$ cat src/rtl/signed_add_mult.sv
`default_nettype none
// ============================================================================
//  Module   : signed_add_mult
//  Purpose  : Two independent signed arithmetic units sharing one clock.
//             - add/sub unit : single-cycle registered add or subtract
//             - multiply unit: 16-step shift-add multiplier (IDLE/RUN/DONE)
//             Both results wrap modulo 2^WIDTH.
//  Revision : 1.0  initial release
// ============================================================================
module signed_add_mult #(
    parameter int WIDTH = 16
) (
    input  logic             clk,
    input  logic             nRST,
    // add/sub unit
    input  logic [WIDTH-1:0] add_in1,
    input  logic [WIDTH-1:0] add_in2,
    input  logic             sub,
    input  logic             start_add,
    output logic [WIDTH-1:0] add_out,
    output logic             add_finish,
    // multiply unit
    input  logic [WIDTH-1:0] mult_in1,
    input  logic [WIDTH-1:0] mult_in2,
    input  logic             start_mult,
    output logic [WIDTH-1:0] mult_out,
    output logic             mult_finish
);

    // Step counter wide enough to index every multiplier bit.
    localparam int               c_CNT_W = (WIDTH > 1) ? $clog2(WIDTH) : 1;
    localparam logic [c_CNT_W-1:0] c_LAST  = c_CNT_W'(WIDTH - 1);
    localparam logic [c_CNT_W-1:0] c_ONE   = c_CNT_W'(1);

    typedef enum logic [1:0] {
        IDLE = 2'd0,
        RUN  = 2'd1,
        DONE = 2'd2
    } state_t;

    state_t             r_state;
    state_t             w_next_state;

    logic [WIDTH-1:0]   r_mcand;    // multiplicand, shifted left each step
    logic [WIDTH-1:0]   r_mplier;   // multiplier, shifted right each step
    logic [WIDTH-1:0]   r_acc;
    logic [c_CNT_W-1:0] r_count;

    logic [WIDTH-1:0]   w_add_b;
    logic [WIDTH-1:0]   w_add_res;
    logic [WIDTH-1:0]   w_partial;
    logic [WIDTH-1:0]   w_acc_next;
    logic               w_last_step;

    // Subtraction is add_in1 + ~add_in2 + 1; the carry-in is the sub bit.
    assign w_add_b   = sub ? ~add_in2 : add_in2;
    assign w_add_res = add_in1 + w_add_b + {{(WIDTH-1){1'b0}}, sub};

    // Low WIDTH bits of the unsigned product equal those of the signed one,
    // so a plain unsigned shift-add is sufficient.
    assign w_partial   = r_mplier[0] ? r_mcand : '0;
    assign w_acc_next  = r_acc + w_partial;
    assign w_last_step = (r_count == c_LAST);

    assign mult_finish = (r_state == DONE);

    // Add/sub result and one-cycle completion flag for every sampled request.
    always_ff @(posedge clk) begin
        if (!nRST) begin
            add_out    <= '0;
            add_finish <= 1'b0;
        end else begin
            add_finish <= start_add;
            if (start_add) begin
                add_out <= w_add_res;
            end
        end
    end

    // Multiply FSM state register.
    always_ff @(posedge clk) begin
        if (!nRST) begin
            r_state <= IDLE;
        end else begin
            r_state <= w_next_state;
        end
    end

    // Multiply FSM next-state: requests outside IDLE are dropped.
    always_comb begin
        w_next_state = r_state;
        case (r_state)
            IDLE:    if (start_mult)  w_next_state = RUN;
            RUN:     if (w_last_step) w_next_state = DONE;
            DONE:    w_next_state = IDLE;
            default: w_next_state = IDLE;
        endcase
    end

    // Multiply datapath: operand capture, shift-add steps, result commit.
    always_ff @(posedge clk) begin
        if (!nRST) begin
            r_mcand  <= '0;
            r_mplier <= '0;
            r_acc    <= '0;
            r_count  <= '0;
            mult_out <= '0;
        end else begin
            case (r_state)
                IDLE: begin
                    if (start_mult) begin
                        r_mcand  <= mult_in1;
                        r_mplier <= mult_in2;
                        r_acc    <= '0;
                        r_count  <= '0;
                    end
                end
                RUN: begin
                    r_acc    <= w_acc_next;
                    r_mcand  <= r_mcand << 1;
                    r_mplier <= r_mplier >> 1;
                    r_count  <= r_count + c_ONE;
                    if (w_last_step) begin
                        mult_out <= w_acc_next;
                    end
                end
                default: ;
            endcase
        end
    end

endmodule
`default_nettype wire

$ cat config.mk
export PLATFORM = sky130hd
export DESIGN_NAME = signed_add_mult
export DESIGN_NICKNAME = d
export VERILOG_FILES = /design/src/rtl/signed_add_mult.sv
export SDC_FILE = /design/constraint.sdc
export NUM_CORES = 1
export LEC_CHECK = 0
export ABC_AREA = 0
export CAP_MARGIN = 20
export CORE_MARGIN = 2
export CORE_UTILIZATION = 55
export CTS_CLUSTER_SIZE = 30
export DETAILED_ROUTE_END_ITERATION = 10
export PLACE_DENSITY_LB_ADDON = 0.15
export SLEW_MARGIN = 0
export SYNTH_ARGS = -nofsm -noshare
export SYNTH_HDL_FRONTEND = slang
export SYNTH_SLANG_ARGS = --single-unit
$ cat constraint.sdc
create_clock -name clk -period 6.2 [get_ports clk]
set_clock_uncertainty 0.1 [all_clocks]
set_input_delay 0.62 -clock clk [delete_from_list [all_inputs] [get_ports clk]]
set_output_delay 0.62 -clock clk [all_outputs]
set_load 0.01 [all_outputs]
==> Word-level counts from Yosys, hierarchy flattened <==
Cells that the tools add are included.
{ "classes": {"addsub": 4, "n_eq_ne": 5, "muxes": 13, "bitwise_logic": 1, "reduce_logical": 5} }
{ "op_table": {"columns": ["operator", "count"], "rows": [
  ["case mux 16 bit (2 select lines)", 3],
  ["two-way mux 16 bit", 5],
  ["adder 16 bit", 2],
  ["adder 16 x 1 -> 16 bit", 1],
  ["inverter 16 bit", 1],
  ["case mux 4 bit (2 select lines)", 1],
  ["AND reduction 2 bit", 3],
  ["adder 4 x 1 -> 4 bit (second input constant)", 1],
  ["equality test 4 bit (second input constant)", 1],
  ["two-way mux 2 bit", 2],
  ["two-way mux 4 bit", 1],
  ["!= test 2 bit (second input constant)", 2],
  ["case mux 2 bit (2 select lines)", 1],
  ["equality test 2 x 1 -> 1 bit (second input constant)", 1],
  ["equality test 2 bit (second input constant)", 1],
  ["logical NOT 2 bit", 1],
  ["nonzero test 2 bit", 1]
]} }
{ "word_totals": {"reg_bits": 87, "out_inout_bits": 34} }

==> Depth between registers and ports, before layout <==
{ "logic_depth": {"word_depth": 4, "depth_mapped": 12, "mapped_depth_nobuf": 10} }

==> Least setup slack after synthesis <==
Ideal clock, no wire load.
{ "synth_path": {"kind": "input-to-reg", "from": "input port sub", "to": "register add_out[14]", "setup_time_ns": 0.095, "arrival_ns": 3.042, "required_time_ns": 6.005, "slack_ns": 2.963, "path_stages": 11, "path_cell_list": "buf_2 buf_1 xor2_1 ha_1 a211oi_1 o21a_1 nor4b_2 o2111ai_1 a21boi_1 mux2_1 o311ai_1"} }
{ "synth_via": {"elab_chain_len": 3} }
{ "synth_lines": {"columns": ["item", "line", "rtl"], "rows": [
  ["from (decl)", "18", "input logic sub,"],
  ["two-way mux 16 bit", "56", "assign w_add_b = sub ? ~add_in2 : add_in2;"],
  ["adder 16 bit", "57", "assign w_add_res = add_in1 + w_add_b + {{(WIDTH-1){1'b0}}, sub};"],
  ["adder 16 x 1 -> 16 bit (*)", "57", null],
  ["to (signal assigned)", "75", "add_out <= w_add_res;"],
  ["to (decl)", "20", "output logic [WIDTH-1:0] add_out,"]
]} }
Every way passes the cells marked *; elsewhere a longest branch is shown, timed or not.
A chain may end at the register's enable or synchronous reset.

==> Worst setup path after layout <==
Ends and elaborated chain as after synthesis.

==> reports/metrics.cfg <==
[clock_network]
clkTransAtPathRegs_ns = 0.09
clock-sinks = 87
cts_buffers = 9
cts_tree = done
ctsHoldBuffers = 0
htreeDepth = 3
clock-root-buffer = clkbuf_8
insertion_delay_ns = 0.35
clockBufferDepth = 2
cts_setup_buffers = 0
post_cts_resized = 0

[sta]
rsz0062_at_grt = no
post-route-period-util_pct = 58.0
fmax_mhz = 278
slew_headroom_pct = 43.0
hold_slack_ns = 0.358
finalSetupTns_ns = 0
tightest_slew_ns = 0.853
setup_violations = 0
post-route-min-period_ns = 3.59
slew_viol_final = 0
hold_violations = 0
fin_ws_ns = 2.61

[synth]
synth_edf_count = 0
synth_flop_cell = dfxtp_1
synth_nets = 681
synth_sequential_area_ratio_pct = 34.9
yosysTopAreaCellShare_pct = 34.9
synth_commonest_cells = dfxtp_1, nor2_1, a21oi_1
async_flop_share_pct = 0
ys_ff_latch = 87
yosysTopAreaCell = dfxtp_1
yosys.cell_count.top_type = dfxtp_1
synthCells = 580
synth_area_leaders = dfxtp_1, ha_1, a21oi_1, nor2_1, o221a_2
netlist_area_um2 = 4990
yosys_warnings = 0
synth.distinct_cells = 55
avgSynthCellArea_um2 = 8.61

[critical_path]
reg2reg_slack_ns = 3.22
crit_path_top_delay_cell = clkdlybuf4s50_1
r2r_cells = 9
cp-end-kind = register
critical_path.endpoint = add_out[14]$_SDFFE_PN0P_
path_class = input pin to register
cp.depth = 11
crit_family = compound AO/OA/AOI/OAI gates
worst-path-buf-inv = 2
start_kind = input pin
cp_cell_sequence = clkdlybuf4s50_1 > mux2i_1 > inv_1 > fa_1 > a211oi_1 > o21a_1 > nor4b_2 > o2111ai_1 > a21boi_1 > mux2_1 > o311ai_1
slowest_delay_ns = 0.85
arrival_ns = 3.75
r2r_start = r_mplier[0]$_SDFFE_PN0P_
critPathRequiredTime_ns = 6.36
cp_max_fo = 16
r2r_end = mult_out[14]$_SDFFE_PN0P_
crit_path_start = sub

[cells_and_area]
drive_above_1_share_pct = 8.36
final_nets = 767
fillers = 702
synthToLayoutAreaGrowth_pct = 26.6
antennaDiodeCount = 0

[flow_run]
cap_violations = 0

[global_routing]
grt_overflow = 0
grt_pass1_vias = 4436
antenna_found_initial = 0
grt_usage_pct = 25.3
grt_max_degree = 44
grt_pass1_wl_um = 20500

[power]
p_leak_nw = 2.61
ir_worst_vdd_v = 0.000185
power-per-cell-area_nw_per_um2 = 231

[placement]
port_buffers = 102
dp_hpwl_um = 8940
place_ws_ns = 2.24
globalplace.congestion = 0.896

[routing]
vias_per_cell = 5.82
drc = 0
drt_wl_total_um = 12400
first_pass_iters = 4
wl_per_cell_um = 15.9
antenna_left = 0
drtIter0Drc = 171
vias = 4529

[floorplan]
die_w_um = 99.3
die_area_um2 = 9850
start_util_pct = 57.0
die_h_um = 99.3
rows = 34
coreArea_um2 = 8760
pin_count = 103

[run_status]
outcome = completed

[hold_path]
hold_class = register to register

-- area by class of cell --
| cell class | count | area, um^2 | area share, % |
|---|---|---|---|
| sequential | 87 | 1740 | 27.6 |
| clock inverter | 6 | 109 | 1.72 |
| timing repair buffer | 111 | 1100 | 17.3 |
| clock buffer | 9 | 124 | 1.96 |
| inverter | 15 | 56.3 | 0.891 |
| tap | 108 | 135 | 2.14 |
| multi-input combinational | 442 | 3060 | 48.4 |
-- cells in the final DEF, fill, tap and decap left out, types with 9 or more instances in the layout --
cell type	count
o221a_2	19
and2_1	15
nor2_1	63
nor2b_1	23
a21oi_1	55
mux2i_1	18
a21o_1	11
a22o_1	13
o21ai_0	20
clkdlybuf4s50_1	102
a211oi_1	17
dfxtp_1	87
clkbuf_8	9
nand2_1	42
inv_1	15
ha_1	30
xnor2_1	19
xor2_1	19
-- sequential cells by signal, indices dropped and copies added, names as in the netlist --
name	count
add_finish	1
add_out	16
mult_out	16
r_acc	16
r_count	4
r_mcand	16
r_mplier	16
r_state	2
-- power breakdown --
| group | total [W] | leakage, nW | internal, W | switching, W |
|---|---|---|---|---|
| clock network | 0.000467 | 0.119 | 0.000266 | 0.000201 |
| registers | 0.000631 | 0.713 | 0.000600 | 0.0000312 |
| logic | 0.000365 | 1.78 | 0.000183 | 0.000181 |
-- layer usage --
layer | share of wire, % | vias to the layer above | global-route usage [%]
met4 | 2.3 | 0 | 9.48
met3 | 5.0 | 26 | 5.06
met1 | 44 | 2113 | 31.4
met2 | 49 | 136 | 43.3
met5 | 0 | - | 0
li1 | - | 2254 | -
-- worst min path at each step --
stage,from,to,slack [ns],depth (start not counted)
after CTS,mult_out[10]$_SDFFE_PN0P_,mult_out[10]$_SDFFE_PN0P_,0.36,2
after global placement,mult_out[10]$_SDFFE_PN0P_,mult_out[10]$_SDFFE_PN0P_,0.34,2
after floorplan,r_acc[14]$_SDFFE_PN0P_,r_acc[14]$_SDFFE_PN0P_,0.33,2
after detailed placement,mult_out[10]$_SDFFE_PN0P_,mult_out[10]$_SDFFE_PN0P_,0.35,2
final,mult_out[10]$_SDFFE_PN0P_,mult_out[10]$_SDFFE_PN0P_,0.36,2
after global routing,mult_out[10]$_SDFFE_PN0P_,mult_out[10]$_SDFFE_PN0P_,0.39,2
-- cells by family (layout without fill, tap and decap cells) --
group / count (synthesis) / after routing / synth area share (%)
mux: 20 / 20 / 4.06
simple gates: 183 / 183 / 17.9
flops: 87 / 87 / 34.9
xor+xnor: 38 / 38 / 6.67
fa+ha+maj: 32 / 32 / 8.32
compound gates: 169 / 169 / 24.3
buf+inv: 51 / 141 / 3.86
-- per-stage QoR --
stage,std cells,cell area (um^2),power (W),utilization [%]
5_1_grt,778,6320,0.00153,72.1
6_report,778,6320,0.00146,72.1
3_3_place_gp,761,6070,0.000989,69.2
4_1_cts,776,6300,0.00146,71.9
2_1_floorplan,580,4990,0.000868,-
3_5_place_dp,761,6070,0.00100,69.2
-- tightest hold or removal path, delay by kind of cell, from the launching register on --
family | cells | cell delay, ns
flops | 1 | 0.32
simple gates | 1 | 0.05
compound gates | 1 | 0.05
Power figures use the tool's default switching activity.
==> RTL edit 1, RTL diff (config.mk and constraints unchanged) <==
The 3 states of `state_t` get a one-hot encoding in 3 bits.
--- a/src/rtl/signed_add_mult.sv
+++ b/src/rtl/signed_add_mult.sv
@@ -34,6 +34,6 @@
 
-    typedef enum logic [1:0] {
-        IDLE = 2'd0,
-        RUN  = 2'd1,
-        DONE = 2'd2
+    typedef enum logic [2:0] {
+        IDLE = 3'b001,
+        RUN  = 3'b010,
+        DONE = 3'b100
     } state_t;
Function: no difference found for any inputs over 10 cycles, from zero or initial values and one cycle with nRST low; not proved beyond that.
==> RTL edit 1 against the original RTL <==
Power shrank 6.6%; maximum frequency grew 2.8%; sequential power shrank 2%; synthesized area grew 0.70%; register-to-register slack lost 0.05 ns; largest power group unchanged; via count shrank 0.46%; setup slack gained 0.098 ns; wire length shrank 7.7%; non-clock buffer count shrank 5; sequential cell count grew 1; cell area shrank 0.69%.
==> RTL edit 1: results (changes against the original RTL) <==
[pwr]
p_leak_nw = 2.835  ; +8.7%
p_sw_share_pct = 27.64  ; -0.65 points
powerComb_uw = 314  ; -14%
p_clk_share_pct = 31.6  ; -0.3 points

[routing]
drt_first_iter_violations = 193  ; +13%
vias = 4508  ; -0.46%
drt_first_pass_iters = 5  ; +1

[place]
pre_cts_slack_ns = 2.328  ; +0.08276 ns
gp_congestion = 0.9258  ; +3.4%
dp_hpwl_um = 8196  ; -8.3%

[cells_and_area]
stdcell_count = 797  ; +2.4%
layout-drive-gt1-share_pct = 4.499  ; -3.9 points
n_fill_cell = 714  ; +1.7%

[logic_synthesis]
synthTopCellsByArea = dfxtp_1, nand2_1, ha_1
synthCells = 606  ; +4.5%
synth_commonest_cells = nand2_1, dfxtp_1, nand3_1
ys_types = 49  ; -11%
synthAdderAreaFrac_pct = 8.265  ; -0.058 points

[worst_setup_path]
worst_r2r_endpoint = mult_out[12]$_SDFFE_PN0P_
crit_path_end = add_out[12]$_SDFFE_PN0P_
arrival_ns = 3.68  ; -0.07 ns

[global_route]
gr-usage-all-layers_pct = 23.33  ; -1.9 points
grt_pass1_vias = 4214  ; -5.0%
grt_pass1_wl_um = 19140  ; -6.6%

[run_status]
status = complete, no violations

[RTL edit 1: changes by cell type in the layout (fill, tap and decap cells not counted), sizes merged, moves of 30 or more]
| cell | change |
|---|---|
| nand2 | +93 |
| nor2 | -53 |
| a21oi | -30 |
| nand3 | +40 |
| o211a | +34 |
[RTL edit 1: metal layers]
metal	track usage (%)	share of wire [%]	up-vias
met1	30.52	44	2106
met3	3.654	5.1	15
met4	6.322	1.4	0
li1	-	-	2268
met5	0	0	-
met2	40.12	49	119
[RTL edit 1: worst register-to-register path, stage by stage (launching register included)]
cell      delay, ns
dfxtp_1        0.48
and2_1         0.23
ha_1           0.20
fa_1           0.42
a21o_1         0.23
a221oi_2       0.37
o31ai_2        0.17
a31oi_1        0.26
xor2_1         0.23
o21ai_1        0.09
and2_1         0.16
[RTL edit 1: cell type report]
class	instances	area [µm²]	share of cell area, %
inverters	3	11.26	0.1794
multi-input cells	477	3107	49.49
flip-flops and latches	88	1762	28.06
well taps	108	135.1	2.153
clock buffers	9	123.9	1.973
clock inverters	6	92.59	1.475
repair buffers	106	1046	16.66
[RTL edit 1: cells by family (layout without fill, tap and decap cells)]
group           Yosys count  in the layout
buf+inv                  41            124
mux                       9              9
simple gates            243            243
compound gates          147            147
xor+xnor                 46             46
fa+ha+maj                32             32
flops                    88             88
[RTL edit 1: metrics by stage]
stage	area [µm²]	util (%)	hold WS, ns
after floorplan	5026	-	0.3312
after global placement	6053	68.74	0.3377
after detailed placement	6053	68.74	0.3426
after CTS	6270	71.20	0.3545
after global routing	6277	71.28	0.3756
final	6277	71.28	0.3514
==> RTL edit 2, RTL diff (same flow settings) <==
Without the edit above. Set the parameter `WIDTH` to 32 (it was 16).
--- a/src/rtl/signed_add_mult.sv
+++ b/src/rtl/signed_add_mult.sv
@@ -10,3 +10,3 @@
 module signed_add_mult #(
-    parameter int WIDTH = 16
+    parameter int WIDTH = 32
 ) (
Ports: changed (6 resized); port bits go from 103 to 199. The function was not compared with the original's and may differ.
==> RTL edit 2 against the original RTL <==
Setup slack better by 0.090 ns; highest routed layer unchanged; cell area up 120%; sequential share of layout area down 2.8 points; synthesized area up 120%; critical path depth down 6; power up 110%; sequential cell count up 81; sequential power up 92%; critical path type is now register to primary output; wire length rose to 2.5 times the old value.
==> RTL edit 2: results (changes against the original RTL) <==
[worst_setup_path]
arrival_ns = 2.78  ; -0.97 ns
crit_path_end = mult_finish
cp_top_family = buffers and inverters
rrSetupSlack_ns = 2.81  ; -0.41 ns
critPathMaxFanout = 67  ; +51
worstSetupStartpoint = r_state[1]$_SDFFE_PN0P_
crit_path_max_incr_delay_ns = 0.54  ; -0.31 ns

[place]
dp_hpwl_um = 22380  ; +150%
placed_cells = 1848  ; +140%
pre_cts_slack_ns = 2.287  ; +0.04210 ns
placed_area_um2 = 13010  ; +110%
gp_congestion = 0.9418  ; +5.2%

[pwr]
p_leak_nw = 5.587  ; +110%
ir_drop_v = 0.0001857  ; +0.30%
p_switching_uw = 926.4  ; +120%

[global_route]
use_met3_pct = 4.451  ; -0.61 points
use_met2_pct = 50.43  ; +7.1 points
grt_pass1_vias = 10520  ; +140%
grt_max_degree = 70  ; +59%
grt_pass1_wl_um = 51280  ; +150%
use_met1_pct = 36.04  ; +4.7 points
gr-usage-all-layers_pct = 28.84  ; +3.6 points

[logic_synthesis]
synth_commonest_cells = nor2_1, dfxtp_1, a21oi_1
synth-xor-area-share_pct = 6.119  ; -0.55 points
muxShareOfSynthArea_pct = 1.544  ; -2.5 points
synth_nets = 1679  ; +150%
avgSynthCellArea_um2 = 7.441  ; -14%
ys_types = 65  ; +18%

[timing]
max-slew-margin-rel_pct = 40.47  ; -2.5 points

[cells_and_area]
n_fill_cell = 1755  ; +150%
area_delta_synth_final_pct = 23.48
stdcell_count = 1879  ; +140%
layout-drive-gt1-share_pct = 4.027  ; -4.3 points

[clock_network]
clk_latency_ns = 0.42  ; +0.07 ns
h-tree-depth = 4  ; +1
clk_pin_slew_ns = 0.07  ; -0.02 ns

[routing]
drt_first_iter_violations = 629  ; +270%
met2WireLength_um = 15200  ; +150%
drt_first_pass_iters = 5  ; +1
drt-met1-wl_um = 13130  ; +140%
dr_wl_met3_um = 1952  ; +220%
avgViaCountPerCell = 5.913  ; +1.6%

[run_status]
status = complete, no violations

[min_path]
hold_path_startpoint = r_acc[28]$_SDFFE_PN0P_

RTL edit 2: cell count changes in the layout (fill, tap and decap cells not counted), sizes merged, moves of 17 or more:
cell,before,now
o21ai,23,61
o221a,19,0
a21o,11,35
a21oi,56,146
ha,30,63
and2,15,42
o221ai,1,65
nand3,8,50
nand2,42,100
a22oi,0,17
nor2,64,319
xor2,19,45
clkdlybuf4s50,102,195
dfxtp,87,168
RTL edit 2: power groups by stage:
stage | sequential (mW) | clock, mW | combinational [mW]
floorplan | 1.23 | 0 | 0.472
global placement | 1.23 | 0 | 0.723
detailed placement | 1.23 | 0 | 0.732
CTS | 1.21 | 1.10 | 0.738
global route | 1.22 | 1.15 | 0.820
finish | 1.21 | 1.09 | 0.741
RTL edit 2: layout make-up:
type | instances | area share [%]
multi-input cells | 1180 | 52.58
flip-flops and latches | 168 | 24.73
repair buffers | 212 | 15.24
clock buffers | 19 | 3.328
well taps | 265 | 2.437
clock inverters | 12 | 1.039
inverters | 23 | 0.6344
